<file path="config.mk">
export PLATFORM = sky130hd
export DESIGN_NAME = wt_store_merge_buf
export DESIGN_NICKNAME = d
export VERILOG_FILES = /design/src/rtl/wt_store_merge_buf_pkg.sv /design/src/rtl/wt_store_tid_pool.sv /design/src/rtl/wt_store_merge_buf.sv
export SDC_FILE = /design/constraint.sdc
export NUM_CORES = 2
export LEC_CHECK = 0
export BUFFER_PORTS_ARGS = -buffer_cell sky130_fd_sc_hd__buf_2
export CAP_MARGIN = 20
export CORE_MARGIN = 2
export CORE_UTILIZATION = 55
export DETAILED_ROUTE_END_ITERATION = 7
export HOLD_SLACK_MARGIN = 0.08
export PLACE_DENSITY = 0.76
export REMOVE_ABC_BUFFERS = 1
export SKIP_LAST_GASP = 1
export SYNTH_ARGS = -nofsm -noshare
export SYNTH_HDL_FRONTEND = slang
export SYNTH_HIERARCHICAL = 1
export SYNTH_SLANG_ARGS = --single-unit
</file>
<file path="constraint.sdc">
create_clock -name clk_i -period 6 [get_ports clk_i]
set_input_delay 1.2 -clock clk_i [delete_from_list [all_inputs] [get_ports clk_i]]
set_output_delay 1.2 -clock clk_i [all_outputs]
set_load 0.005 [all_outputs]
</file>
<file path="src/rtl/wt_store_merge_buf_pkg.sv">
`default_nettype none
// ============================================================================
//  Module      : wt_store_merge_buf_pkg
//  Description : Shared types and helpers for the write-through store merge
//                buffer: entry state encoding, entry record, word addressing.
//  Revision    : 1.0 - initial release
// ============================================================================
package wt_store_merge_buf_pkg;

  // Build configuration; the entry record below is sized from these values.
  localparam int unsigned WB_PADDR_W = 34;
  localparam int unsigned WB_DATA_W  = 32;
  localparam int unsigned WB_BE_W    = WB_DATA_W / 8;
  localparam int unsigned WB_TID_W   = 2;
  localparam int unsigned WB_OFF_W   = $clog2(WB_BE_W);

  typedef enum logic [1:0] {
    WB_FREE = 2'd0,
    WB_PEND = 2'd1,
    WB_INFL = 2'd2
  } wbuf_state_e;

  typedef struct packed {
    logic [WB_PADDR_W-1:0] paddr;
    logic [WB_DATA_W-1:0]  data;
    logic [WB_BE_W-1:0]    be;
    logic [WB_TID_W-1:0]   tid;
    wbuf_state_e           state;
  } wbuf_entry_t;

  // Clears the byte-offset bits so two stores to the same word compare equal.
  function automatic logic [WB_PADDR_W-1:0] word_addr(input logic [WB_PADDR_W-1:0] paddr);
    return {paddr[WB_PADDR_W-1:WB_OFF_W], {WB_OFF_W{1'b0}}};
  endfunction

endpackage
`default_nettype wire

</file>
<file path="src/rtl/wt_store_tid_pool.sv">
`default_nettype none
// ============================================================================
//  Module      : wt_store_tid_pool
//  Description : Free-list bitmap of memory transaction IDs. Hands out the
//                lowest free ID; a release becomes visible the next cycle.
//  Revision    : 1.0 - initial release
// ============================================================================
module wt_store_tid_pool
  import wt_store_merge_buf_pkg::*;
#(
  parameter int unsigned TID_W = WB_TID_W
) (
  input  logic                  clk_i,
  input  logic                  rst_i,
  input  logic                  alloc_i,
  input  logic [TID_W-1:0]      alloc_tid_i,
  input  logic                  rel_i,
  input  logic [TID_W-1:0]      rel_tid_i,
  output logic                  any_free_o,
  output logic [TID_W-1:0]      free_tid_o,
  output logic [(2**TID_W)-1:0] busy_o
);

  localparam int unsigned NTID = 2**TID_W;

  logic [NTID-1:0]  r_busy;
  logic [TID_W-1:0] w_free_tid;

  // Busy bitmap: set on allocation, cleared on release (never both for one ID).
  always_ff @(posedge clk_i) begin
    if (rst_i) begin
      r_busy <= '0;
    end else begin
      for (int i = 0; i < NTID; i++) begin
        if (alloc_i && alloc_tid_i == TID_W'(i)) begin
          r_busy[i] <= 1'b1;
        end else if (rel_i && rel_tid_i == TID_W'(i)) begin
          r_busy[i] <= 1'b0;
        end
      end
    end
  end

  // Lowest-index free ID wins; scan from the top so the last hit is the lowest.
  always_comb begin
    w_free_tid = '0;
    for (int i = NTID - 1; i >= 0; i--) begin
      if (!r_busy[i]) begin
        w_free_tid = TID_W'(i);
      end
    end
  end

  assign any_free_o = ~&r_busy;
  assign free_tid_o = w_free_tid;
  assign busy_o     = r_busy;

endmodule
`default_nettype wire

</file>
<file path="src/rtl/wt_store_merge_buf.sv">
`default_nettype none
// ============================================================================
//  Module      : wt_store_merge_buf
//  Description : Write-through store merge buffer. Merges byte stores to a
//                word that has not yet been issued, issues entries to memory
//                in allocation order with a transaction ID, frees on ack.
//  Revision    : 1.0 - initial release
// ============================================================================
module wt_store_merge_buf
  import wt_store_merge_buf_pkg::*;
#(
  parameter int unsigned DEPTH   = 8,
  parameter int unsigned PADDR_W = WB_PADDR_W,
  parameter int unsigned DATA_W  = WB_DATA_W,
  parameter int unsigned TID_W   = WB_TID_W
) (
  input  logic                  clk_i,
  input  logic                  rst_i,
  input  logic                  req_valid_i,
  output logic                  req_ready_o,
  input  logic [PADDR_W-1:0]    req_paddr_i,
  input  logic [DATA_W-1:0]     req_data_i,
  input  logic [DATA_W/8-1:0]   req_be_i,
  output logic                  mem_valid_o,
  input  logic                  mem_ready_i,
  output logic [PADDR_W-1:0]    mem_paddr_o,
  output logic [DATA_W-1:0]     mem_data_o,
  output logic [DATA_W/8-1:0]   mem_be_o,
  output logic [TID_W-1:0]      mem_tid_o,
  input  logic                  ack_valid_i,
  input  logic [TID_W-1:0]      ack_tid_i,
  input  logic [PADDR_W-1:0]    ld_paddr_i,
  output logic                  ld_hit_o,
  output logic                  empty_o
);

  localparam int unsigned BE_W  = DATA_W / 8;
  localparam int unsigned PTR_W = $clog2(DEPTH);

  wbuf_entry_t        r_ent [DEPTH];
  logic [PTR_W-1:0]   r_wr_ptr;
  logic [PTR_W-1:0]   r_iss_ptr;
  logic               r_hold;
  logic [TID_W-1:0]   r_hold_tid;

  logic [PADDR_W-1:0] w_req_waddr;
  logic [PADDR_W-1:0] w_ld_waddr;
  logic               w_infl_conflict;
  logic               w_mem_valid;
  logic [TID_W-1:0]   w_issue_tid;
  logic               w_mem_hs;
  logic               w_merge_hit;
  logic [PTR_W-1:0]   w_merge_idx;
  logic               w_enq;
  logic               w_ack_hit;
  logic [PTR_W-1:0]   w_ack_idx;
  logic               w_any_free;
  logic [TID_W-1:0]   w_free_tid;
  logic [(2**TID_W)-1:0] w_busy;
  logic               w_ld_hit;
  logic               w_empty;

  assign w_req_waddr = word_addr(req_paddr_i);
  assign w_ld_waddr  = word_addr(ld_paddr_i);

  wt_store_tid_pool #(
    .TID_W (TID_W)
  ) u_tid_pool (
    .clk_i       (clk_i),
    .rst_i       (rst_i),
    .alloc_i     (w_mem_hs),
    .alloc_tid_i (w_issue_tid),
    .rel_i       (w_ack_hit),
    .rel_tid_i   (ack_tid_i),
    .any_free_o  (w_any_free),
    .free_tid_o  (w_free_tid),
    .busy_o      (w_busy)
  );

  // Issue candidate: head entry pending, an ID available, and no older write
  // to the same word still in flight (keeps same-word writes ordered).
  always_comb begin
    w_infl_conflict = 1'b0;
    for (int i = 0; i < DEPTH; i++) begin
      if (r_ent[i].state == WB_INFL && r_ent[i].paddr == r_ent[r_iss_ptr].paddr) begin
        w_infl_conflict = 1'b1;
      end
    end
    w_mem_valid = (r_ent[r_iss_ptr].state == WB_PEND) && w_any_free && !w_infl_conflict;
    // Once presented, the ID is frozen so a lower ID freed meanwhile cannot change it.
    w_issue_tid = r_hold ? r_hold_tid : w_free_tid;
    w_mem_hs    = w_mem_valid && mem_ready_i;
  end

  // Merge lookup, ack lookup and status flags over all entries.
  always_comb begin
    w_merge_hit = 1'b0;
    w_merge_idx = '0;
    w_ack_idx   = '0;
    w_ld_hit    = 1'b0;
    w_empty     = 1'b1;
    for (int i = 0; i < DEPTH; i++) begin
      if (r_ent[i].state == WB_PEND && r_ent[i].paddr == w_req_waddr &&
          !(w_mem_valid && r_iss_ptr == PTR_W'(i))) begin
        w_merge_hit = 1'b1;
        w_merge_idx = PTR_W'(i);
      end
      if (r_ent[i].state == WB_INFL && r_ent[i].tid == ack_tid_i) begin
        w_ack_idx = PTR_W'(i);
      end
      if (r_ent[i].state != WB_FREE) begin
        w_empty = 1'b0;
        if (r_ent[i].paddr == w_ld_waddr) begin
          w_ld_hit = 1'b1;
        end
      end
    end
  end

  assign req_ready_o = w_merge_hit || (r_ent[r_wr_ptr].state == WB_FREE);
  assign w_enq       = req_valid_i && req_ready_o;
  assign w_ack_hit   = ack_valid_i && w_busy[ack_tid_i];

  // Entry storage: ack frees, issue moves to in-flight, enqueue merges or allocates.
  always_ff @(posedge clk_i) begin
    if (rst_i) begin
      for (int i = 0; i < DEPTH; i++) begin
        r_ent[i] <= '0;
      end
    end else begin
      for (int i = 0; i < DEPTH; i++) begin
        if (w_ack_hit && w_ack_idx == PTR_W'(i)) begin
          r_ent[i].state <= WB_FREE;
        end
        if (w_mem_hs && r_iss_ptr == PTR_W'(i)) begin
          r_ent[i].state <= WB_INFL;
          r_ent[i].tid   <= w_issue_tid;
        end
        if (w_enq && w_merge_hit && w_merge_idx == PTR_W'(i)) begin
          r_ent[i].be <= r_ent[i].be | req_be_i;
          for (int b = 0; b < BE_W; b++) begin
            if (req_be_i[b]) begin
              r_ent[i].data[8*b +: 8] <= req_data_i[8*b +: 8];
            end
          end
        end
        if (w_enq && !w_merge_hit && r_wr_ptr == PTR_W'(i)) begin
          r_ent[i] <= '{paddr: w_req_waddr, data: req_data_i, be: req_be_i,
                        tid: '0, state: WB_PEND};
        end
      end
    end
  end

  // Ring pointers and the held-ID register for a stalled presentation.
  always_ff @(posedge clk_i) begin
    if (rst_i) begin
      r_wr_ptr   <= '0;
      r_iss_ptr  <= '0;
      r_hold     <= 1'b0;
      r_hold_tid <= '0;
    end else begin
      if (w_enq && !w_merge_hit) begin
        r_wr_ptr <= r_wr_ptr + PTR_W'(1);
      end
      if (w_mem_hs) begin
        r_iss_ptr <= r_iss_ptr + PTR_W'(1);
      end
      r_hold     <= w_mem_valid && !mem_ready_i;
      r_hold_tid <= w_issue_tid;
    end
  end

  assign mem_valid_o = w_mem_valid;
  assign mem_paddr_o = w_mem_valid ? r_ent[r_iss_ptr].paddr : '0;
  assign mem_data_o  = w_mem_valid ? r_ent[r_iss_ptr].data  : '0;
  assign mem_be_o    = w_mem_valid ? r_ent[r_iss_ptr].be    : '0;
  assign mem_tid_o   = w_mem_valid ? w_issue_tid            : '0;
  assign ld_hit_o    = w_ld_hit;
  assign empty_o     = w_empty;

endmodule
`default_nettype wire

</file>
==> impl_results.md <==
* Post-synth cell types at a little over 80
* Post-synth EDFFs at around 570
* Crit path required time at around 4800 ps
* GRT overflow at 0
* Die Height at about 260 µm
* Clock Skews at about 32 ps
* Global-route usage over all layers at approximately 49%
* #FFs+latches synth at a little under 600
* Placer Congestion at around 1.2
* Clock transition at the registers of the reported paths at ~70 ps
* Mapped Cells at approximately 3200
* Failing checks: negative setup slack
* Via-to-Cell Ratio at between 7 and 8
* Maximum clock rate at 165.4 MHz
* Fin cells at about 4500
* Area leader, netlist: edfxtp_1
* CTS Buffer Depth at 3
* Average routed wire per standard cell at 38.62 µm
* Synthesis Warnings at 6
* Crit start category: flop
* Nets at around 3700
* Row count at 94
* Root Driver: clkbuf_16
* PnR worst setup slack at -44.21 ps
* H-tree levels at 2
* Outcome: finished with violations
* Global-route wire length before repair at approximately 230000 µm
* DR top layer: met5
* Initial antenna violation count at 7
* Layout cell share with drive strength beyond 1 at about a fifth
* Remaining antenna violation count after routing at 0
* Dominant cells by area after synthesis: edfxtp_1 (47%), xor2_1 (12%), xnor2_1 (6.4%), mux4_2 (5.2%), mux2i_1 (4.1%)
* Post-Syn Area at approximately 37000 µm²
* Avg Synthesized Cell Area at 11.39 µm²
* Largest net degree at the start of global routing at 65
* Hold WC Path Type: reg -> reg
* Core Util, Final at around 65%
* Pre-CTS WS at around 350 ps
* Pwr Total at about 0.018 W
* Most used flip-flop cell after synthesis: edfxtp_1
* Max Fanout on Critical Path at 27
* Core Area at 65980 µm²
* Total CTS buffers at 61
* Leakage power at between 15 and 20 nW
* CTS tree: yes
* Dpl cells at between 4000 and 5000
* Total wire length at ~170000 µm
* First DRT Iteration DRCs at about 5700
* Worst Path Arrival at just under 5000 ps
* First-pass detailed-route iteration total at 6
* Vias in the first global route at a little under 30000
* Actual slew at the worst max-slew pin at ~1100 ps
* Hold_buf cts at 0
* WS Path Type: reg -> out
* Worst-Skew Late Latency at between 600 and 700 ps
* Top Ports at 187
* Most frequent cells in the layout: edfxtp_1 (574), xor2_1 (507), nor2_1 (305)
* Final Critical Period at around 6000 ps
* Met2 wire length at 69610 µm
* Asr flop ratio synth at 0%
* Fin crit share at 100.7%
* Dpl hpwl at 131400 µm
* Initial core utilization at 55.79%
* Maximum VDD drop at 0.3710 mV
* Sequential fraction of the synthesis area at a little under half
* Slew Limit Fails at 0
* Slew margin rel. at between 20% and 30%
* Critical Path End Type: output pin
* Pwr Density at between 400 and 500 nW/µm²
* # DRC at 0
* PortBufs at 180
* Setup violations, final at 13
* TNS Setup at -94.59 ps
* Final hold viol count at 0
* Most common cell after layout, fill and taps aside: edfxtp_1
* Total clock sinks at around 590
* DR vias at between 30000 and 40000
* Die X at between 200 and 300 µm
* Max-cap viol count at 0
* Post-synth top area share at between 40 and 50%
* Area Growth Syn to Fin at 16.61%
* Wl on met1 at approximately 65000 µm
* Routed length on met3 at between 20000 and 30000 µm
* Die Area at approximately 69000 µm²
final timing paths:
check / to / cells after the start / slack [ps] / start
setup / recovery: mem_paddr_o[7] / 16 / -40 / flop
setup reg to reg: r_ent[2][33] / 19 / 730 / flop
hold reg to reg: u_tid_pool/busy_o[3] / 2 / 530 / u_tid_pool/busy_o[3]
hold / removal: u_tid_pool/busy_o[3] / 2 / 530 / u_tid_pool/busy_o[3]
stage by stage:
stage / hold slack [ps] / instance area (µm²)
after floorplan: 475.8 / 35950
after global placement: 499.2 / 40540
after global routing: 563.7 / 42910
final: 533.2 / 42920
after detailed placement: 513.3 / 40540
after CTS: 524.1 / 42690
cell type report:
class | count | area [µm²]
clock buffer | 78 | 1642
clock inverter | 35 | 372.9
fill | 5163 | 23060
tap | 864 | 1081
multi-input combinational | 2324 | 18030
inverter | 116 | 436.7
antenna | 4 | 10.01
sequential | 593 | 17630
timing repair buffer | 450 | 3725
critical path: stages (launching register included):
cell     delay [ps]
dfxtp_4         510
buf_12          200
buf_4           170
buf_4           180
mux2i_1         190
a22oi_1         100
nand2_1         110
buf_4           220
xor2_1          510
nand4_1         330
nor3_1          460
and4_1          360
nor4_4          110
nand3_4         170
buf_12          200
nor3_1           90
buf_2           150
cell families after synthesis:
group	Yosys count	synth area share [%]
fa+ha+maj	12	0.4079
mux	238	9.395
simple gates	866	11.88
other cells	1	0.01019
flops	593	47.86
buf+inv	316	3.528
compound gates	430	8.457
xor+xnor	776	18.46
cell usage after synthesis (85+ instances only):
master    number
inv_1        116
nor2_1       306
xnor2_1      268
edfxtp_1     574
clkbuf_1     142
mux2i_1      152
nand4_1      115
nor4_1       118
nand2_1      142
xor2_1       508
a21oi_1      116
mux4_2        85
a21boi_1      97
repair_timing:
action,in CTS,in global routing
endpoints found under the setup margin,72,72
setup buffers,7,15
gates resized for setup,6,11
pin swaps,1,5
cloned,0,1
flip-flops by register name (all words and copies together), names as in the netlist, named ones only:
name,flops
r_ent,574
r_wr_ptr,3
r_iss_ptr,3
r_hold,1
r_hold_tid,2
u_tid_pool/busy_o,4
metal layers:
metal | up-vias | global-route usage [%]
li1 | 12327 | -
met1 | 15440 | 69.45
met2 | 2980 | 68.10
met3 | 524 | 16.26
met4 | 10 | 22.13
met5 | - | 1.178
power by group:
group,switching [W],leakage [nW],internal (W)
Clock,0.00172,0.982,0.00216
Sequential,0.000716,6.06,0.00511
Combinational,0.00518,9.57,0.00299
Note: power is estimated with default switching activity, not from simulation.
